--- config.mk ---
export PLATFORM = sky130hd
export DESIGN_NAME = param_dual_port_ram
export DESIGN_NICKNAME = d
export VERILOG_FILES = /design/src/rtl/param_dual_port_ram.sv
export SDC_FILE = /design/constraint.sdc
export NUM_CORES = 1
export LEC_CHECK = 0
export CAP_MARGIN = 40
export CORE_MARGIN = 5
export CORE_UTILIZATION = 60
export CTS_BUF_LIST = sky130_fd_sc_hd__clkbuf_8
export CTS_CLUSTER_SIZE = 40
export DETAILED_ROUTE_END_ITERATION = 10
export PLACE_DENSITY = 0.92
export SKIP_LAST_GASP = 1
export SYNTH_ARGS = -nofsm -noshare
export SYNTH_HDL_FRONTEND = slang
export SYNTH_SLANG_ARGS = --single-unit
--- constraint.sdc ---
create_clock -name clk -period 6.8 [get_ports clk]
set_input_delay 1.36 -clock clk [delete_from_list [all_inputs] [get_ports clk]]
set_output_delay 1.36 -clock clk [all_outputs]
set_load 0.005 [all_outputs]
--- src/rtl/param_dual_port_ram.sv ---
// Parameterised true dual-port RAM with a power-up clear sweep.
// After reset the array is swept once, writing INIT_VAL to every word, and
// only then are port requests accepted (ready=1). Port 1 wins a same-address
// dual write, which is flagged on coll for one cycle. RDW_MODE selects whether
// a cross-port read of a word being written returns the old or the new word.
module param_dual_port_ram #(
  parameter int unsigned        DATA_W   = 8,
  parameter int unsigned        ADDR_W   = 4,
  parameter int unsigned        RDW_MODE = 0,
  parameter logic [DATA_W-1:0]  INIT_VAL = '0
) (
  input  logic              clk,
  input  logic              rst,
  input  logic              en1,
  input  logic              en2,
  input  logic              wr1,
  input  logic              wr2,
  input  logic [ADDR_W-1:0] addr1,
  input  logic [ADDR_W-1:0] addr2,
  input  logic [DATA_W-1:0] data_in1,
  input  logic [DATA_W-1:0] data_in2,
  output logic [DATA_W-1:0] data_out1,
  output logic [DATA_W-1:0] data_out2,
  output logic              vld1,
  output logic              vld2,
  output logic              ready,
  output logic              coll
);

  localparam int unsigned       DEPTH     = 2 ** ADDR_W;
  localparam logic [ADDR_W-1:0] LAST_ADDR = '1;

  typedef enum logic {
    CLEAR,
    RUN
  } state_t;

  state_t            state;
  logic [ADDR_W-1:0] ptr;
  logic [DATA_W-1:0] mem [DEPTH];

  logic              running;
  logic              rd1;
  logic              rd2;
  logic              we1;
  logic              we2;
  logic              we2_eff;
  logic              same_addr;
  logic              dual_write_hit;
  logic [DATA_W-1:0] rd_data1;
  logic [DATA_W-1:0] rd_data2;

  // Decode port requests; nothing is honoured until the sweep has finished,
  // and port 2's write is dropped when port 1 writes the same word.
  always_comb begin
    running        = (state == RUN);
    same_addr      = (addr1 == addr2);
    rd1            = running & en1 & ~wr1;
    rd2            = running & en2 & ~wr2;
    we1            = running & en1 & wr1;
    we2            = running & en2 & wr2;
    dual_write_hit = we1 & we2 & same_addr;
    we2_eff        = we2 & ~dual_write_hit;
  end

  // Select read data, bypassing the other port's write data in new-data mode.
  always_comb begin
    rd_data1 = mem[addr1];
    rd_data2 = mem[addr2];
    if (RDW_MODE != 0) begin
      if (we2_eff && same_addr) begin
        rd_data1 = data_in2;
      end
      if (we1 && same_addr) begin
        rd_data2 = data_in1;
      end
    end
  end

  // Storage array: the clear sweep owns it in CLEAR, the two ports in RUN.
  // It needs no reset; reset forces CLEAR, which blocks all port writes.
  always_ff @(posedge clk) begin
    if (state == CLEAR) begin
      mem[ptr] <= INIT_VAL;
    end else begin
      if (we1) begin
        mem[addr1] <= data_in1;
      end
      if (we2_eff) begin
        mem[addr2] <= data_in2;
      end
    end
  end

  // Control FSM, sweep pointer and registered port outputs.
  always_ff @(posedge clk or posedge rst) begin
    if (rst) begin
      state     <= CLEAR;
      ptr       <= '0;
      ready     <= 1'b0;
      coll      <= 1'b0;
      vld1      <= 1'b0;
      vld2      <= 1'b0;
      data_out1 <= '0;
      data_out2 <= '0;
    end else begin
      vld1 <= rd1;
      vld2 <= rd2;
      coll <= dual_write_hit;
      if (rd1) begin
        data_out1 <= rd_data1;
      end
      if (rd2) begin
        data_out2 <= rd_data2;
      end
      case (state)
        CLEAR: begin
          ptr <= ptr + 1'b1;
          if (ptr == LAST_ADDR) begin
            state <= RUN;
            ready <= 1'b1;
          end
        end
        RUN: begin
          ready <= 1'b1;
        end
        default: begin
          state <= CLEAR;
        end
      endcase
    end
  end

endmodule

Word level (Yosys, flattened, before mapping)
Memories as Yosys holds them, arrays and structs flattened. A register that Yosys moved wholly into a read port is not among the register bits.
Index checks and enable logic that the tools add are counted.
{"block": "classes", "reduce_logical": 1, "bitwise_logic": 13, "shifts": 0, "n_eq_ne": 3, "div": 0, "mux": 14, "n_addsub": 1, "n_mul": 0, "magnitude_cmp": 0}
{"operator": "$mux W1", "count": 11}
{"operator": "$and A1 B1 Y1", "count": 9}
{"operator": "$mux W8", "count": 1}
{"operator": "$reduce_or A8 Y1", "count": 1}
{"operator": "$add A4 B1 Y4 const B", "count": 1}
{"operator": "$eq A4 B4 Y1", "count": 1}
{"operator": "$eq A4 B4 Y1 const B", "count": 1}
{"operator": "$mux W4", "count": 1}
{"operator": "$not A1 Y1", "count": 4}
{"operator": "$ne A2 B1 Y1 const B", "count": 1}
{"operator": "$pmux W1 S2", "count": 1}
{"block": "totals", "romBits": 0, "mem_bits_rw": 128, "latchBits": 0, "elab_cells": 39, "input_bits": 30, "memories": 1, "ff_bits": 9, "output_inout_bits": 20}
{"memory": "mem", "depth": 16, "width": 8, "rd": 2, "rd_ports_with_merged_regs": 2, "write_ports": 2, "line_no": "40", "rtl": "logic [DATA_W-1:0] mem [DEPTH];"}

Longest topological paths before layout
{"block": "logic_depth", "depth_word": 9, "mapped_depth": 7, "mapped_depth_nobuf": 4}

Worst setup path before layout
Ideal clock, no wire load.
{"block": "synth_path", "path_type": "input port to flip-flop", "from": "input en1", "to": "memory mem[7][0], enable pin", "setup_slack_ns": 3.212, "t_arrival_ns": 3.204, "cell_stages": 7, "required_ns": 6.416, "setup_ns": 0.384, "path_buffers": 3, "path_cell_list": "and3_1 buf_2 buf_2 clkbuf_1 nand2_1 o32a_1 o21ai_0"}
{"item": "from (decl)", "line_no": "14", "rtl": "input logic en1,"}
{"item": "to (decl)", "line_no": "40"}

==> flow_summary.yaml <==
run_status:
  outcome: "complete, no violations"
global_routing:
  grt_first_pass_wirelength_um: 40400
  grt_overflow: 0
  grt_max_degree: 63
  number_of_global_route_vias_before_repair: 6475
  grt_use_total_pct: 31.1
  grt_antenna_before_repair: 0
final_layout:
  final_layout_fill_cell_count: 954
  layout.cells.most_common_list: "sky130_fd_sc_hd__mux2_2, sky130_fd_sc_hd__edfxtp_1, sky130_fd_sc_hd__mux2i_1"
  layout.cells.most_common: "sky130_fd_sc_hd__mux2_2"
  multi_input_area_mm2: 0.00425
  layout-area-overhead-vs-synth_pct: 11.7
  num-nets-final: 701
  sequential_cell_area_mm2: 0.00447
  drive_above_1_share_pct: 34.4
  antenna-diode-count: 0
die:
  core-area_mm2: 0.0146
  die_width_um: 133
  floorplan.initialDensity_pct: 61.6
  die_area_mm2: 0.0176
  io_pins: 50
  num_rows: 44
  die_h_um: 133
route:
  route.detailed.vias_per_inst: 7.55
  routedWlPerCell_um: 31.1
  drtAntennaViolNets: 0
  route.detailed.drc: 0
  drt_wl_total_um: 26900
  num_vias: 6550
  first_pass_iters: 6
  dr.first_iter.drc_count: 923
synth:
  postSynthNetCount: 669
  synthDominantCellAreaShare_pct: 42.6
  postSynth.asyncResetShare_pct: 16.3
  syn-mean-instance-area_um2: 14.1
  mappedNetlistArea_mm2: 0.00902
  register_bit_total_from_synthesis: 153
  postSynthCellCount: 638
  yosysWarningCount: 0
  synth_top_cell_by_area: "sky130_fd_sc_hd__edfxtp_1"
  synth.lib_cells_used.distinct: 50
  synth_edf_count: 128
  ys_seq_area_share_pct: 49.5
  yosys-top-cells-area: "sky130_fd_sc_hd__edfxtp_1, sky130_fd_sc_hd__mux2_2, sky130_fd_sc_hd__mux4_2"
  ys.flop_type: "sky130_fd_sc_hd__edfxtp_1"
timing:
  final_critical_path_setup_slack_ns: 2.60
  layout_min_cycle_time_ns: 4.20
  grt_setup_unrepaired: "false"
  timing.hold.ws_ns: 0.481
  fin_setup_tns_ns: 0
  setup_viol: 0
  timing.fmax_mhz: 238
  slew-limit-headroom_pct: 31.0
  worst_slew_pin_slew_ns: 1.03
  timing.final.max_slew_violations: 0
  final-hold-violation-count: 0
  min_period_over_period_pct: 61.8
  final_worst_clock_skew_ns: 0.0131
worst_setup_path:
  critPathKind: "in2reg"
  crit_path_start_kind: "input pin"
  endpoint_kind: "flop"
  crit_path_max_fanout: 17
  crit_arrival_ns: 4.44
  cp_data_required_time_ns: 7.04
cts:
  cts_buffer_depth: 2
  cts_htree_levels: 4
  worst_setup_hold_path_clk_slew_ns: 0.08
  post_cts_hold_buffer_count: 0
  cts_tree: "yes"
  clk_root_buffer_cell: "sky130_fd_sc_hd__clkbuf_8"
  cts_sinks: 153
  post-cts-setup-buffers: 0
  cts_resized: 0
  numCtsBuffers: 17
  clk_latency_ns: 0.48
pwr:
  power-per-cell-area_mw_per_mm2: 198
  p_leak_uw: 0.00386
  vdd.ir_drop.worst_uv: 132
placed_design:
  place_ws_ns: 2.24
  gp_congestion: 0.972
  place.port_buffers: 49
  dpl.hpwl_um: 18800
hold_path:
  min-delay-path-class: "reg2reg"
run:
  number_of_maximum_capacitance_constraint_violations: 0
[critical path, cell delays in order]
cell and delay, ns:
sky130_fd_sc_hd__clkdlybuf4s50_1 1.07, sky130_fd_sc_hd__xor2_1 0.21, sky130_fd_sc_hd__nor4_4 0.31, sky130_fd_sc_hd__buf_4 0.39
sky130_fd_sc_hd__a21o_1 0.45, sky130_fd_sc_hd__o21ai_0 0.35, sky130_fd_sc_hd__buf_2 0.28
[routing by layer]
metal / up-vias / GRT usage [%] / wire [um]
li1: 2603 / - / -
met1: 3209 / 38.8 / 9400
met2: 617 / 46.9 / 12100
met3: 121 / 12.0 / 3900
met4: 0 / 17.1 / 1510
met5: - / 0 / 0
[flip-flops by register name, indices dropped and copies added (netlist names)]
signal     count
ready          1
mem          128
ptr            4
vld2           1
data_out1      8
data_out2      8
vld1           1
running        1
coll           1
[synth_stat cells (4+ instances only)]
library cell,number
sky130_fd_sc_hd__mux2_2,129
sky130_fd_sc_hd__edfxtp_1,128
sky130_fd_sc_hd__mux2i_1,67
sky130_fd_sc_hd__mux4_2,37
sky130_fd_sc_hd__clkbuf_1,35
sky130_fd_sc_hd__dfrtp_1,25
sky130_fd_sc_hd__nor2_1,18
sky130_fd_sc_hd__buf_2,14
sky130_fd_sc_hd__nand2_1,14
sky130_fd_sc_hd__o21ai_0,14
sky130_fd_sc_hd__o22ai_1,14
sky130_fd_sc_hd__a31oi_1,13
sky130_fd_sc_hd__nand3_1,11
sky130_fd_sc_hd__o21bai_1,11
sky130_fd_sc_hd__a221oi_1,8
sky130_fd_sc_hd__and2_0,8
sky130_fd_sc_hd__a21oi_1,7
sky130_fd_sc_hd__a21oi_2,7
sky130_fd_sc_hd__nor2b_1,6
sky130_fd_sc_hd__o221ai_1,6
sky130_fd_sc_hd__buf_6,5
sky130_fd_sc_hd__inv_1,5
sky130_fd_sc_hd__a2111o_1,4
sky130_fd_sc_hd__a2111oi_4,4
sky130_fd_sc_hd__buf_1,4
sky130_fd_sc_hd__nor3_1,4
sky130_fd_sc_hd__xor2_1,4
[cell families (layout without fill, tap and decap cells)]
logic type	Yosys count	in the layout	synth area share [%]
flip-flops	153	153	49.5
multiplexers	233	233	32.8
buffers and inverters	65	110	3.36
AO/OA/AOI/OAI	100	100	8.81
AND/OR/NAND/NOR	79	79	4.69
adder cells (fa/ha/maj)	1	1	0.139
XOR/XNOR	7	7	0.680
[final timing paths]
path	from	to	slack [ns]	cells after the start
max	addr2[0]	mem[7][6]	2.60	7
min	ready	ready	0.48	1
max reg2reg	running	mem[4][4]	3.64	5
min reg2reg	ready	ready	0.48	1
max in group asynchronous	rst	data_out2[6]	5.28	3
min in group asynchronous	rst	vld2	1.11	2
[stage by stage]
step | util, % | power (uW) | instance area [um^2] | std cells
final | 68.8 | 2000 | 10100 | 867
after detailed placement | 66.1 | 1320 | 9680 | 833
after floorplan | - | 1210 | 9020 | 638
after global placement | 64.8 | 1300 | 9490 | 817
after global routing | 68.8 | 2050 | 10100 | 867
after CTS | 68.7 | 1990 | 10100 | 865
[report_power, final]
group | internal (uW) | switching (uW)
combinational | 117 | 149
clock | 352 | 339
sequential | 1030 | 11.7
[cell type report]
| type | count | share of cell area [%] |
|---|---|---|
| Sequential cell | 153 | 44.4 |
| Multi-Input combinational cell | 420 | 42.2 |
| Clock inverter | 15 | 1.48 |
| Inverter | 6 | 0.223 |
| Timing Repair Buffer | 72 | 7.19 |
| Clock buffer | 17 | 2.32 |
| Tap cell | 184 | 2.28 |
Note: power is estimated with default switching activity, not from simulation.
